**config.mk**
```make
export PLATFORM = sky130hd
export DESIGN_NAME = uart_tx_engine
export DESIGN_NICKNAME = d
export VERILOG_FILES = /design/src/rtl/uart_tx_engine.sv
export SDC_FILE = /design/constraint.sdc
export NUM_CORES = 1
export LEC_CHECK = 0
export ABC_AREA = 1
export CAP_MARGIN = 20
export CORE_AREA = 2 2 113 115
export DETAILED_ROUTE_END_ITERATION = 7
export DIE_AREA = 0 0 115 117
export GPL_TIMING_DRIVEN = 0
export PLACE_DENSITY = 0.7
export SLEW_MARGIN = 20
export SYNTH_ARGS = -nofsm -noshare
export SYNTH_HDL_FRONTEND = slang
export SYNTH_SLANG_ARGS = --single-unit
```
**constraint.sdc**
```tcl
create_clock -name clk_i -period 3.57 [get_ports clk_i]
set_input_delay 0.357 -clock clk_i [delete_from_list [all_inputs] [get_ports clk_i]]
set_output_delay 0.357 -clock clk_i [all_outputs]
set_load 0.05 [all_outputs]
```
**src/rtl/uart_tx_engine.sv**
```systemverilog
// uart_tx_engine: pops bytes from the downstream FIFO and serialises each one
// as start / 8 data / optional parity / stop bit(s), every bit lasting
// bit_length_i clocks. Drives the TX busy status and started/done IRQ pulses.
module uart_tx_engine #(
  parameter int DATA_WIDTH   = 8,
  parameter int BITLEN_WIDTH = 32
) (
  input  logic                    clk_i,
  input  logic                    rst_i,
  input  logic [BITLEN_WIDTH-1:0] bit_length_i,
  input  logic [1:0]              stop_bit_mode_i,
  input  logic                    msb_first_i,
  input  logic                    hw_flow_ctrl_en_i,
  input  logic                    cts_n_i,
  input  logic                    dfifo_empty_i,
  input  logic [DATA_WIDTH-1:0]   dfifo_data_i,
  output logic                    dfifo_rd_o,
  output logic                    tx_o,
  output logic                    tx_busy_o,
  output logic                    irq_tx_started_o,
  output logic                    irq_tx_done_o
);

  localparam int IDX_W = (DATA_WIDTH > 1) ? $clog2(DATA_WIDTH) : 1;
  localparam logic [BITLEN_WIDTH-1:0] LEN_ONE  = BITLEN_WIDTH'(1);
  localparam logic [IDX_W-1:0]        LAST_IDX = IDX_W'(DATA_WIDTH - 1);

  typedef enum logic [2:0] {
    IDLE   = 3'd0,
    START  = 3'd1,
    DATA   = 3'd2,
    PARITY = 3'd3,
    STOP   = 3'd4
  } state_t;

  state_t                  state_q;
  logic [BITLEN_WIDTH-1:0] cnt_q;      // clocks left in the current bit, minus one
  logic [BITLEN_WIDTH-1:0] len_q;      // effective bit length latched at pop
  logic [IDX_W-1:0]        bit_idx_q;  // data bit currently on the line
  logic [DATA_WIDTH-1:0]   shift_q;    // remaining data bits, next one at [0]
  logic                    has_par_q;  // frame carries a parity bit
  logic                    par_q;      // parity bit value for this frame
  logic                    stop2_q;    // a second stop bit is still pending
  logic                    tx_q;
  logic                    started_q;

  logic [BITLEN_WIDTH-1:0] len_d;
  logic [DATA_WIDTH-1:0]   data_d;
  logic                    launch;

  // Launch decision and pop-cycle config: zero length becomes one, and the
  // byte is pre-ordered so the shifter always transmits bit [0] next.
  always_comb begin
    launch = !rst_i && (state_q == IDLE) && !dfifo_empty_i &&
             (!hw_flow_ctrl_en_i || !cts_n_i);
    len_d  = (bit_length_i == '0) ? LEN_ONE : bit_length_i;
    data_d = '0;
    for (int i = 0; i < DATA_WIDTH; i++) begin
      data_d[i] = msb_first_i ? dfifo_data_i[DATA_WIDTH-1-i] : dfifo_data_i[i];
    end
  end

  // Frame sequencer: one bit-period down-counter, state advances when it hits zero.
  always_ff @(posedge clk_i) begin
    if (rst_i) begin
      state_q   <= IDLE;
      tx_q      <= 1'b1;
      started_q <= 1'b0;
      cnt_q     <= '0;
      bit_idx_q <= '0;
      stop2_q   <= 1'b0;
    end else begin
      started_q <= 1'b0;
      case (state_q)
        IDLE: begin
          tx_q <= 1'b1;
          if (launch) begin
            state_q   <= START;
            tx_q      <= 1'b0;
            started_q <= 1'b1;
            len_q     <= len_d;
            cnt_q     <= len_d - LEN_ONE;
            shift_q   <= data_d;
            bit_idx_q <= '0;
            has_par_q <= stop_bit_mode_i[1];
            par_q     <= (^dfifo_data_i) ^ stop_bit_mode_i[0];
            stop2_q   <= (stop_bit_mode_i == 2'b01);
          end
        end
        START: begin
          if (cnt_q == '0) begin
            state_q   <= DATA;
            tx_q      <= shift_q[0];
            shift_q   <= shift_q >> 1;
            bit_idx_q <= '0;
            cnt_q     <= len_q - LEN_ONE;
          end else begin
            cnt_q <= cnt_q - LEN_ONE;
          end
        end
        DATA: begin
          if (cnt_q == '0) begin
            cnt_q <= len_q - LEN_ONE;
            if (bit_idx_q == LAST_IDX) begin
              if (has_par_q) begin
                state_q <= PARITY;
                tx_q    <= par_q;
              end else begin
                state_q <= STOP;
                tx_q    <= 1'b1;
              end
            end else begin
              tx_q      <= shift_q[0];
              shift_q   <= shift_q >> 1;
              bit_idx_q <= bit_idx_q + IDX_W'(1);
            end
          end else begin
            cnt_q <= cnt_q - LEN_ONE;
          end
        end
        PARITY: begin
          if (cnt_q == '0) begin
            state_q <= STOP;
            tx_q    <= 1'b1;
            cnt_q   <= len_q - LEN_ONE;
          end else begin
            cnt_q <= cnt_q - LEN_ONE;
          end
        end
        STOP: begin
          tx_q <= 1'b1;
          if (cnt_q == '0) begin
            if (stop2_q) begin
              stop2_q <= 1'b0;
              cnt_q   <= len_q - LEN_ONE;
            end else begin
              state_q <= IDLE;
            end
          end else begin
            cnt_q <= cnt_q - LEN_ONE;
          end
        end
        default: begin
          state_q <= IDLE;
          tx_q    <= 1'b1;
        end
      endcase
    end
  end

  assign dfifo_rd_o       = launch;
  assign tx_o             = tx_q;
  assign tx_busy_o        = (state_q != IDLE);
  assign irq_tx_started_o = started_q;
  // Last clock of the final stop bit, decoded purely from registered state.
  assign irq_tx_done_o    = (state_q == STOP) && (cnt_q == '0) && !stop2_q;

endmodule

```
## After elaboration in Yosys (flattened, before gate mapping)

Cells that the tools add are included.

- Logic and storage cells: 104
- Register bits: 83
- Input bits: 48

- $add $sub $neg: 4
- Reductions and logical operators: 28
- Multiplexer cells: 44
- Equality and inequality tests: 15
- Bitwise logic cells: 3

Operator list:

| cell | count |
|---|---|
| two-way mux 32 bit | 5 |
| case mux 32 bit (3 select lines) | 1 |
| subtractor 32 x 1 -> 32 bit, second input constant | 3 |
| zero test 32 bit | 2 |
| two-way mux 3 bit | 12 |
| two-way mux 8 bit | 4 |
| case mux 8 bit (3 select lines) | 1 |
| two-way mux 1 bit | 17 |
| != test 2 bit, second input constant | 8 |
| case mux 3 bit (5 select lines) | 1 |
| AND reduction 3 bit | 4 |
| case mux 3 bit (3 select lines) | 1 |
| nonzero test 3 bit | 3 |
| parity 8 bit | 1 |
| AND reduction 7 bit | 1 |
| == test 3 x 2 -> 1 bit, second input constant | 2 |
| == test 3 bit, second input constant | 2 |
| AND reduction 6 bit | 1 |
| logical AND 1 bit | 5 |
| zero test 1 bit | 5 |
| AND reduction 5 bit | 1 |
| case mux 1 bit (4 select lines) | 1 |
| adder 3 x 1 -> 3 bit, second input constant | 1 |
| == test 3 x 1 -> 1 bit, second input constant | 1 |
| other kinds (10) | 11 |

## Longest topological paths before layout

- Depth after elaboration: 6
- Gate-level depth with buffers: 20

## Worst setup path after synthesis

Ideal clock, no wire load.

- Kind: register to register
- From: register state_q[1]
- To: register has_par_q (enable)
- Data required time: 3133 ps
- Arrival time: 2445 ps
- Path slack: 688 ps
- Cell stages (with the launch flop): 6
- Path through: dfxtp_1 nor2_2 inv_2 nor2_1 nand3b_1 a21oi_1

- Cells in the longest elaborated chain, start to end: 5

Ends and longest elaborated chain:

| what | line | text |
|---|---|---|
| start, declared | 36 | `state_t state_q;` |
| start signal, assigned | 66 | `state_q <= IDLE;` |
| start signal, assigned | 78 | `state_q <= START;` |
| start signal, assigned | 92 | `state_q <= DATA;` |
| zero test 3 bit (*) | 54, 74 |  |
| logical AND 1 bit (3 in series) | 54 | `launch = !rst_i && (state_q == IDLE) && !dfifo_empty_i &&` |
| AND reduction 3 bit (no line) (*) | n/a |  |
| end signal, assigned | 85 | `has_par_q <= stop_bit_mode_i[1];` |
| end, declared | 41 | `logic has_par_q;` |

Every way passes the cells marked *; elsewhere a longest branch is shown, timed or not.
A chain may end at the register's enable or synchronous reset.

## Worst setup path after layout

- From: register cnt_q[19]
- To: output irq_tx_done_o

- Cells in the longest elaborated chain, start to end: 3

Ends and longest elaborated chain:

| what | line | text |
|---|---|---|
| start, declared | 37 | `logic [BITLEN_WIDTH-1:0] cnt_q;` |
| start signal, assigned | 82 | `cnt_q <= len_d - LEN_ONE;` |
| start signal, assigned | 96 | `cnt_q <= len_q - LEN_ONE;` |
| start signal, assigned | 98 | `cnt_q <= cnt_q - LEN_ONE;` |
| zero test 32 bit | 156 | `assign irq_tx_done_o = (state_q == STOP) && (cnt_q == '0) && !stop2_q;` |
| logical AND 1 bit (2 in series) | 156 |  |
| end, declared | 21 | `output logic irq_tx_done_o` |

Every way passes these cells.

==> summary.md <==
| Metric | Value |
|---|---|
| Leakage | `2.90 nW` |
| Resized cells post-CTS | `0` |
| Final Hold Fails | `0` |
| Full die area | `13,500 µm²` |
| H-tree Lvls | `3` |
| Starting density of the core | `43.8%` |
| Total GRT Usage | `22.8%` |
| Number of synthesized register bits | `83` |
| Net Count, Synth | `854` |
| CTS tree | `yes` |
| Setup crit end kind | `output pin` |
| Bufs on Longest Clock Path | `2` |
| Area growth syn-to-layout | `19.4%` |
| Critical Path RT | `3.21 ns` |
| Clock root buffer | `clkbuf_16` |
| Avg WL per Cell | `14.1 µm` |
| Synth cell types | `40` |
| Crit Path Max Fanout | `9` |
| Setup bufs post-CTS | `0` |
| Worst VDD drop | `385 µV` |
| Max-cap violations | `0` |
| Cts-stage hold buffer count | `0` |
| Period utilization | `91.8%` |
| Final antenna-violating net count | `0` |
| Synth Instances | `803` |
| Placeable core area | `12,300 µm²` |
| Critical path type | `register to output pin` |
| Reg2Reg Capture Point | `shift_q[1]$_DFFE_PP_` |
| Clock Sink Count | `83` |
| # rows | `41` |
| Hold Path Origin | `bit_idx_q[2]$_SDFFE_PP0P_` |
| CP delay by family, top | `simple AND/OR/NAND/NOR gates` |
| Syn avg cell area | `6.71 µm²` |
| HP Class | `register to register` |
| Vias post-DR | `4,994` |
| Synth warnings | `0` |
| Fill cells | `1,259` |
| CP startpoint kind | `register` |
| Worst-path clk slew | `0.06 ns` |
| Share of cells above drive strength 1 | `7.23%` |
| First-pass iteration count of the detailed router | `6` |
| Worst-Skew Late Latency | `0.35 ns` |
| Worst slew margin | `50.0%` |
| Iter 0 DRT Violations | `311` |
| Worst-case reg-to-reg path depth | `11` |
| Die height | `117 µm` |
| Residual DRC | `0` |
| Area of the multi-input gates | `2600 µm²` |
| R2r setup slk | `0.44 ns` |
| Worst Path Buf+Inv | `2` |
| PD cells | `876 nW/µm²` |
| Max Freq | `0.305 GHz` |
| GRT overflow | `0` |
| Final Skew | `0.00697 ns` |
| Largest stage delay, worst path | `0.83 ns` |
| Synthesized area | `5390 µm²` |
| Die Span X | `115 µm` |
| Detail Placement HPWL | `11.1 mm` |
| Setup TNS | `0 ns` |
| Final min period | `3.28 ns` |
| Post-Layout Cell Count | `1,021` |
| Status | `complete, no violations` |
| Reg area | `2080 µm²` |
| R2r startpoint | `cnt_q[19]$_SDFFE_PP0P_` |
| RSZ-0062 raised after global routing | `false` |
| Critical path startpoint | `cnt_q[19]$_SDFFE_PP0P_` |
| Cells along the critical path | `nor2_1 > nand2_1 > nor2_1 > nand2_1 > nor2_4 > inv_1 > or2_1 > nor3_1 > clkdlybuf4s50_1` |
| N_diodes | `0` |
| Crit path DAT | `2.92 ns` |
| Inst Count DP | `1,005` |
| DRT Wirelength | `14.3 mm` |
| DR vias/cell | `4.89` |
| Largest net degree at the start of global routing | `19` |
| Crit-path slowest cell | `clkdlybuf4s50_1` |
| Vias in the first global route | `4,775` |
| Final #Nets | `917` |
| Antenna violations before repair | `0` |
| Global-route wire length before repair | `23.4 mm` |
| Final-report setup violation count | `0` |
| Hold path depth | `2` |
| Worst Max-Slew Pin Slew | `0.748 ns` |
| CTS Buf Count | `9` |
| Max Slew Vio Count | `0` |
| Port bufs | `51` |
| Hold Path End | `bit_idx_q[2]$_SDFFE_PP0P_` |
| Seq/Total Area, Yosys | `38.6%` |
| Overall Power | `5.63 mW` |
| GP Congestion | `0.943` |
| IO Pins | `53` |
kinds of logic after synthesis:
| group | synth area share, % |
|---|---|
| compound gates | 7.57 |
| fa+ha+maj | 0.696 |
| buf+inv | 13.4 |
| xor+xnor | 1.95 |
| simple gates | 37.8 |
| flops | 38.6 |
cell type report:
class	count	area share [%]
Clock buffer	13	3.73
Sequential cell	83	32.4
Tap cell	150	2.92
Multi-Input combinational cell	538	40.4
Buffer	52	3.66
Inverter	130	7.58
Timing Repair Buffer	52	8.36
Clock inverter	3	0.992
metrics by stage:
step / hold WS (ns) / utilization [%] / setup slack, ns / instance area [µm²]
after floorplan: 0.426 / - / 0.688 / 5390
after global placement: 0.465 / 49.5 / -0.846 / 6090
after detailed placement: 0.468 / 49.8 / 0.241 / 6130
after CTS: 0.477 / 52.2 / 0.231 / 6430
after global routing: 0.506 / 52.3 / 0.137 / 6430
final: 0.473 / 52.3 / 0.292 / 6430
cell usage in the layout, fill, tap and decap left out, drive strengths merged:
master           n
a221oi           1
o221ai           1
o211a            1
a21oi           18
o21ai           36
dfxtp           41
nor2           101
inv            130
clkinv           1
nand3b          10
nor3             6
xor2             7
nand4            6
edfxtp          42
o211ai           5
clkbuf          54
a31oi            8
o21bai           1
nand2          242
and2             2
bufinv           2
buf             12
nand3           64
o21a             1
or2             20
xnor2            5
ha               3
clkdlybuf4s50   51
how the worst max path moves through the flow:
| stage | to | depth (start not counted) |
|---|---|---|
| 2_1_floorplan | has_par_q$_DFFE_PP_ | 5 |
| 3_3_place_gp | len_q[25]$_DFFE_PP_ | 4 |
| 3_5_place_dp | shift_q[5]$_DFFE_PP_ | 11 |
| 4_1_cts | shift_q[1]$_DFFE_PP_ | 11 |
| 5_1_grt | shift_q[1]$_DFFE_PP_ | 11 |
| 6_report | irq_tx_done_o | 9 |
per-layer routing:
metal | global-route usage, % | routed length [µm]
met1 | 29.8 | 6680
met2 | 37.8 | 6580
met3 | 3.96 | 755
met4 | 8.76 | 332
met5 | 0 | 0
power breakdown:
| group | internal [mW] | switching (mW) | total, mW |
|---|---|---|---|
| clock network | 0.612 | 0.372 | 0.984 |
| logic | 1.07 | 2.17 | 3.23 |
| registers | 1.28 | 0.137 | 1.42 |
| total | 2.96 | 2.68 | 5.63 |
worst min-delay path, cell delays in order (launching register included):
cell     delay [ns]
dfxtp_1        0.31
nand2_1        0.06
a21oi_1        0.05
state kept, by name (all words and copies together) (netlist names):
register,flops
bit_idx_q,3
cnt_q,32
has_par_q,1
irq_tx_started_o,1
len_q,32
par_q,1
shift_q,8
state_q,3
stop2_q,1
tx_o,1
Yosys cell counts, drive strengths merged:
cell	instances	area share, %
nand4	6	0.70
o21ai	36	3.4
edfxtp	42	23
a21oi	18	1.7
a31oi	8	0.93
xnor2	5	0.81
o221ai	1	0.16
inv	130	9.1
o211a	1	0.19
o211ai	5	0.70
clkbuf	41	2.9
and2	2	0.23
xor2	7	1.1
nor2	101	8.8
o21bai	1	0.14
buf	11	1.5
nor3	6	0.56
dfxtp	41	15
or2	20	2.4
o21a	1	0.14
nand3	64	6.0
a221oi	1	0.16
nand3b	10	1.4
ha	3	0.70
nand2	242	18
(Power assumes the default switching activity.)
